## config.mk

```make
export PLATFORM = sky130hd
export DESIGN_NAME = stream_pool_unit
export DESIGN_NICKNAME = d
export VERILOG_FILES = /design/src/rtl/stream_pool_unit.sv
export SDC_FILE = /design/constraint.sdc
export NUM_CORES = 1
export LEC_CHECK = 0
export CELL_PAD_IN_SITES_DETAIL_PLACEMENT = 0
export CELL_PAD_IN_SITES_GLOBAL_PLACEMENT = 1
export CORE_UTILIZATION = 45
export DETAILED_ROUTE_END_ITERATION = 16
export PLACE_DENSITY = 0.88
export SLEW_MARGIN = 40
export SYNTH_ARGS = -nofsm -noshare
export SYNTH_HDL_FRONTEND = slang
export SYNTH_SLANG_ARGS = --single-unit
```

## constraint.sdc

```tcl
create_clock -name clk -period 6 [get_ports clk]
set_clock_uncertainty 0.1 [all_clocks]
set_input_delay 1.2 -clock clk [delete_from_list [all_inputs] [get_ports clk]]
set_output_delay 1.2 -clock clk [all_outputs]
set_load 0.01 [all_outputs]
```

## src/rtl/stream_pool_unit.sv

```systemverilog
// Streaming zero-padded max/average pooler: one raster-scan pixel in per beat,
// one pooled pixel out, using a single row of window accumulators.
module stream_pool_unit #(
  parameter int DATA_WIDTH = 8,
  parameter int IMG_SIZE   = 4,
  parameter int POOL_SIZE  = 2,
  parameter int CH_IN      = 3,
  parameter int PADDING    = 1
) (
  input  logic                        clk,
  input  logic                        rst,
  input  logic                        mode,
  input  logic                        in_valid,
  output logic                        in_ready,
  input  logic [CH_IN*DATA_WIDTH-1:0] in_data,
  output logic                        out_valid,
  input  logic                        out_ready,
  output logic [CH_IN*DATA_WIDTH-1:0] out_data,
  output logic                        out_last
);

  localparam int PW       = IMG_SIZE + 2*PADDING;
  localparam int OUT_SIZE = (PW - POOL_SIZE)/POOL_SIZE + 1;
  localparam int LOGP     = $clog2(POOL_SIZE);
  localparam int ACC_W    = DATA_WIDTH + 2*LOGP;
  localparam int SH       = 2*LOGP;
  localparam int CW       = $clog2(PW + 1);
  localparam int OW       = (OUT_SIZE > 1) ? $clog2(OUT_SIZE) : 1;

  localparam logic [CW-1:0] PAD_LO   = CW'(PADDING);
  localparam logic [CW-1:0] PAD_HI   = CW'(PADDING + IMG_SIZE);
  localparam logic [CW-1:0] OUT_LIM  = CW'(OUT_SIZE*POOL_SIZE);
  localparam logic [CW-1:0] LAST_POS = CW'(PW - 1);
  localparam logic [CW-1:0] PMASK    = CW'(POOL_SIZE - 1);
  localparam logic [OW-1:0] LAST_WIN = OW'(OUT_SIZE - 1);

  logic [CW-1:0]    row, col;
  logic             mode_q;
  logic [ACC_W-1:0] acc [OUT_SIZE][CH_IN];

  logic                        real_pos, in_win, first, completing, stall, advance;
  logic                        mode_eff, is_last, at_origin;
  logic [OW-1:0]               win_col, win_row;
  logic [ACC_W-1:0]            upd [CH_IN];
  logic [CH_IN*DATA_WIDTH-1:0] res;

  always_comb begin
    at_origin  = (row == '0) && (col == '0);
    real_pos   = (row >= PAD_LO) && (row < PAD_HI) && (col >= PAD_LO) && (col < PAD_HI);
    in_win     = (row < OUT_LIM) && (col < OUT_LIM);
    first      = in_win && ((row & PMASK) == '0) && ((col & PMASK) == '0);
    completing = in_win && ((row & PMASK) == PMASK) && ((col & PMASK) == PMASK);
    // Only a completing position needs the output register, so only it can stall.
    stall      = completing && out_valid && !out_ready;
    in_ready   = real_pos && !stall && !rst;
    advance    = real_pos ? (in_valid && in_ready) : !stall;
    win_col    = in_win ? OW'(col >> LOGP) : '0;
    win_row    = OW'(row >> LOGP);
    is_last    = (win_row == LAST_WIN) && (win_col == LAST_WIN);
    // The frame's first position must already pool with the newly sampled mode.
    mode_eff   = at_origin ? mode : mode_q;
  end

  always_comb begin
    logic [ACC_W-1:0] sample, prev;
    res    = '0;
    sample = '0;
    prev   = '0;
    for (int ch = 0; ch < CH_IN; ch++) begin
      upd[ch] = '0;
    end
    for (int ch = 0; ch < CH_IN; ch++) begin
      sample = real_pos ? ACC_W'(in_data[ch*DATA_WIDTH +: DATA_WIDTH]) : '0;
      prev   = acc[win_col][ch];
      if (first)         upd[ch] = sample;
      else if (mode_eff) upd[ch] = prev + sample;
      else               upd[ch] = (sample > prev) ? sample : prev;
      res[ch*DATA_WIDTH +: DATA_WIDTH] = mode_eff ? DATA_WIDTH'(upd[ch] >> SH)
                                                  : DATA_WIDTH'(upd[ch]);
    end
  end

  always_ff @(posedge clk) begin
    if (rst) begin
      row       <= '0;
      col       <= '0;
      mode_q    <= 1'b0;
      out_valid <= 1'b0;
      out_data  <= '0;
      out_last  <= 1'b0;
      for (int w = 0; w < OUT_SIZE; w++) begin
        for (int ch = 0; ch < CH_IN; ch++) begin
          acc[w][ch] <= '0;
        end
      end
    end else begin
      if (advance) begin
        if (at_origin) mode_q <= mode;
        if (col == LAST_POS) begin
          col <= '0;
          row <= (row == LAST_POS) ? '0 : row + 1'b1;
        end else begin
          col <= col + 1'b1;
        end
        if (in_win) begin
          for (int ch = 0; ch < CH_IN; ch++) begin
            acc[win_col][ch] <= upd[ch];
          end
        end
      end
      if (advance && completing) begin
        out_valid <= 1'b1;
        out_data  <= res;
        out_last  <= is_last;
      end else if (out_ready) begin
        out_valid <= 1'b0;
        out_last  <= 1'b0;
      end
    end
  end

endmodule

```

==> results.md <==
- Maximum VDD drop: 0.199 mV
- Starting Density: 46.6%
- Sw Ratio: 32.6%
- CP max stage delay: 720 ps
- Cell Chain, Critical Path: nand2_2, nand2_2, a31oi_1, ha_1, and4bb_2, o21ai_0, a21oi_1, o31a_1, a21oi_1, a221oi_1, nor2_1
- Via count: 7,861
- Via density per instance: 6.19
- Most frequent cell after synthesis: nor2_1
- Cell variety after synth: a little over 90
- Status: complete, no violations
- Reg area: 3360 um2
- Routability cong.: roughly 0.93
- Clk pin slew, worst setup/hold paths: 60 ps
- Die Area: 20,300 um2
- Critical path class: reg -> reg
- Pre-Repair DR Iteration Count: 6
- Multi-input gate area: 4890 um2
- Clk sinks: about 120
- I/O pins: 56
- Slew at the pin with the worst max-slew slack: between 800 and 900 ps
- Clk root buf: clkbuf_16
- Synth Flop Type: edfxtp_1
- Setup Total Neg Slack: 0 ps
- Simple-gate share of the synthesized area: 19.9%
- Slew margin rel.: about two fifths
- Post-DRT Antenna Nets: 0
- # fillers: 1,770
- GR Util All Layers: between 20% and 30%
- Worst reg2reg startpoint: row[2]
- Worst-Skew Late Latency: 430 ps
- Cts repair resizes: 0
- Port Buffers: 55
- Adder-cell share of the synthesized area: around 7.5%
- Avg Cell Area, Syn: 9.15 um2
- Crit path DAT: 4840 ps
- Sw power: 0.906 mW
- Die height: 142 um
- Hold-critical path depth: 2
- Post-Syn Area: ~9000 um2
- Post-synth top area share: 30.5%
- Final nets: 1,076
- Reg-to-reg slack, setup: between 1000 and 1500 ps
- Syn_nets: 1,049
- Largest net degree at the start of global routing: 46
- Vias in the first global route: 7,177
- Max-slew violation count: 0
- Critical Path RT: 6060 ps
- Clk buf depth: 2
- TritonCTS clock tree: built
- Compound-gate portion of the synthesized area: 22.4%
- # hold bufs at CTS: 0
- Ratio of cells with drive above 1 in the final layout: between 10 and 15%
- DP Wirelength: 18,800 um
- Starting DRT DRC Count: about 970
- P_int: approximately 1.9 mW
- Min cycle time layout: ~4800 ps
- Yosys warns: 0
- EDFF count, synth: 90
- Core area: 19,000 um2
- Combinational power share: 25.4%
- CP endpoint kind: register
- Power Density: 276 nW/um2
- Initial antenna violation count: 0
- Worst Setup SP: row[2]
- Ant diodes: 0
- Unrepaired setup endpoints after global routing: false
- First-pass GRT wire length: 41,900 um
- Drt total wl: 27,500 um
- Leak: 3.93 nW
- Period utilisation layout: between 70% and 80%
- Num CTS Buffers: 17
- Max Cap Violations: 0
- Reg2Reg Depth: 11
- Chip Width: approximately 140 um
- Post-synthesis mux area share: 2.91%
- Commonest cells post-synth: nor2_1, edfxtp_1, a21oi_1
- FMAX: 0.209 GHz
- Final number of setup-violating endpoints: 0
- Clock share of power: between 30% and 40%
- Yosys reg bits: about 120
- Share of the yosys chip area belonging to registers: a little under two fifths
- Hold endpoint: out_data[20]
- Row count: 50
- Worst hold slack: 357 ps
- Largest family of logic cells by synthesized area: compound AO/OA/AOI/OAI gates
- Cell taking the most area after synthesis: edfxtp_1
- Cell count after synthesis: 969
- Setup Buffers After CTS: 0
- Remaining Overflow, GRT: 0
- H-tree levels: 4
- Crit-path max FO: 18
- CP max-delay cell: dfxtp_1
- Post-synthesis xor/xnor area fraction: 2.27%
- Synth top area cells: edfxtp_1, dfxtp_1, ha_1, nor2_1, a21oi_1
- Fin. Hold Viols: 0
- Routed len/inst: 21.7 um
- Worst setup SP type: register
- Post-synth ARST share: 0%
- Worst R2R End: acc[1][12]
- HP Class: reg -> reg
- Sequential power share: 36.3%
- Drc violations: 0
- Layout Area Growth over Synthesis: 13.5%
- Hold path start: out_data[20]
registers in the layout, indices dropped and copies added (netlist names):
signal,flops
out_data,24
mode_q,1
acc,90
out_last,1
row,3
out_valid,1
col,3
per-stage QoR:
stage	util, %	instance area [um2]	std cells	setup slack (ps)	total power, mW
after detailed placement	49.7	9460	1237	1350	1.71
after floorplan	-	8870	969	2330	1.53
after global routing	52.9	10100	1269	943	2.87
after global placement	49.7	9460	1237	1380	1.71
after CTS	52.9	10100	1269	1310	2.76
final	52.9	10100	1269	1220	2.78
final cells by class:
type	instances	share of cell area, %
Inverter	54	2.01
Sequential cell	123	33.4
Clock inverter	14	1.70
Tap cell	260	3.23
Timing Repair Buffer	73	6.77
Clock buffer	18	4.27
Multi-Input combinational cell	727	48.6
critical path, delay by kind of cell, from the launching register on:
family	cells	cell delay, ps
AOI/OAI and AO/OA	6	1760
adders and majority gates	1	430
DFF	1	720
and+or+nand+nor	4	1490
power groups by stage:
| stage | Clock (mW) | Combinational, mW | Sequential (mW) |
|---|---|---|---|
| after floorplan | 0 | 0.515 | 1.02 |
| after global placement | 0 | 0.682 | 1.03 |
| after detailed placement | 0 | 0.686 | 1.03 |
| after CTS | 1.06 | 0.690 | 1.01 |
| after global routing | 1.10 | 0.761 | 1.01 |
| final | 1.06 | 0.706 | 1.01 |
cell usage in the layout, fill, tap and decap left out, types with 9 or more instances in the layout:
| master | instances |
|---|---|
| a21oi_1 | 67 |
| a31oi_1 | 16 |
| buf_4 | 18 |
| o21ai_1 | 11 |
| ha_1 | 48 |
| and2_1 | 13 |
| mux2i_1 | 21 |
| nand3b_1 | 9 |
| a211oi_1 | 24 |
| nand3_1 | 28 |
| dfxtp_1 | 33 |
| nor3_1 | 34 |
| nor2_1 | 110 |
| inv_1 | 53 |
| nand2b_1 | 18 |
| clkdlybuf4s50_1 | 54 |
| nor2b_1 | 15 |
| a22oi_1 | 11 |
| nand2_1 | 59 |
| edfxtp_1 | 90 |
| o211ai_1 | 15 |
| clkbuf_16 | 17 |
| xnor2_1 | 15 |
| o21ai_0 | 49 |
worst max-delay path by stage:
stage / end / slack (ps) / cells after the start
final: acc[1][12] / 1220 / 11
after global placement: acc[1][10] / 1380 / 11
after CTS: acc[0][10] / 1310 / 11
after global routing: acc[2][7] / 940 / 14
after floorplan: acc[1][7] / 2330 / 16
after detailed placement: acc[0][10] / 1350 / 11
logic make-up (layout without fill, tap and decap cells):
family / after synthesis / in the layout
xor gates and xnor gates: 23 / 23
muxes: 25 / 25
adders and majority gates: 51 / 51
and+or+nand+nor: 341 / 341
buffers and inverters: 119 / 159
DFF: 123 / 123
AOI/OAI and AO/OA: 287 / 287
per-layer routing:
metal	global-route usage (%)	wire length, um
met1	39.5	12300
met2	41.3	11900
met3	6.80	2740
met4	9.05	597
met5	0	0
(Power assumes the default switching activity.)
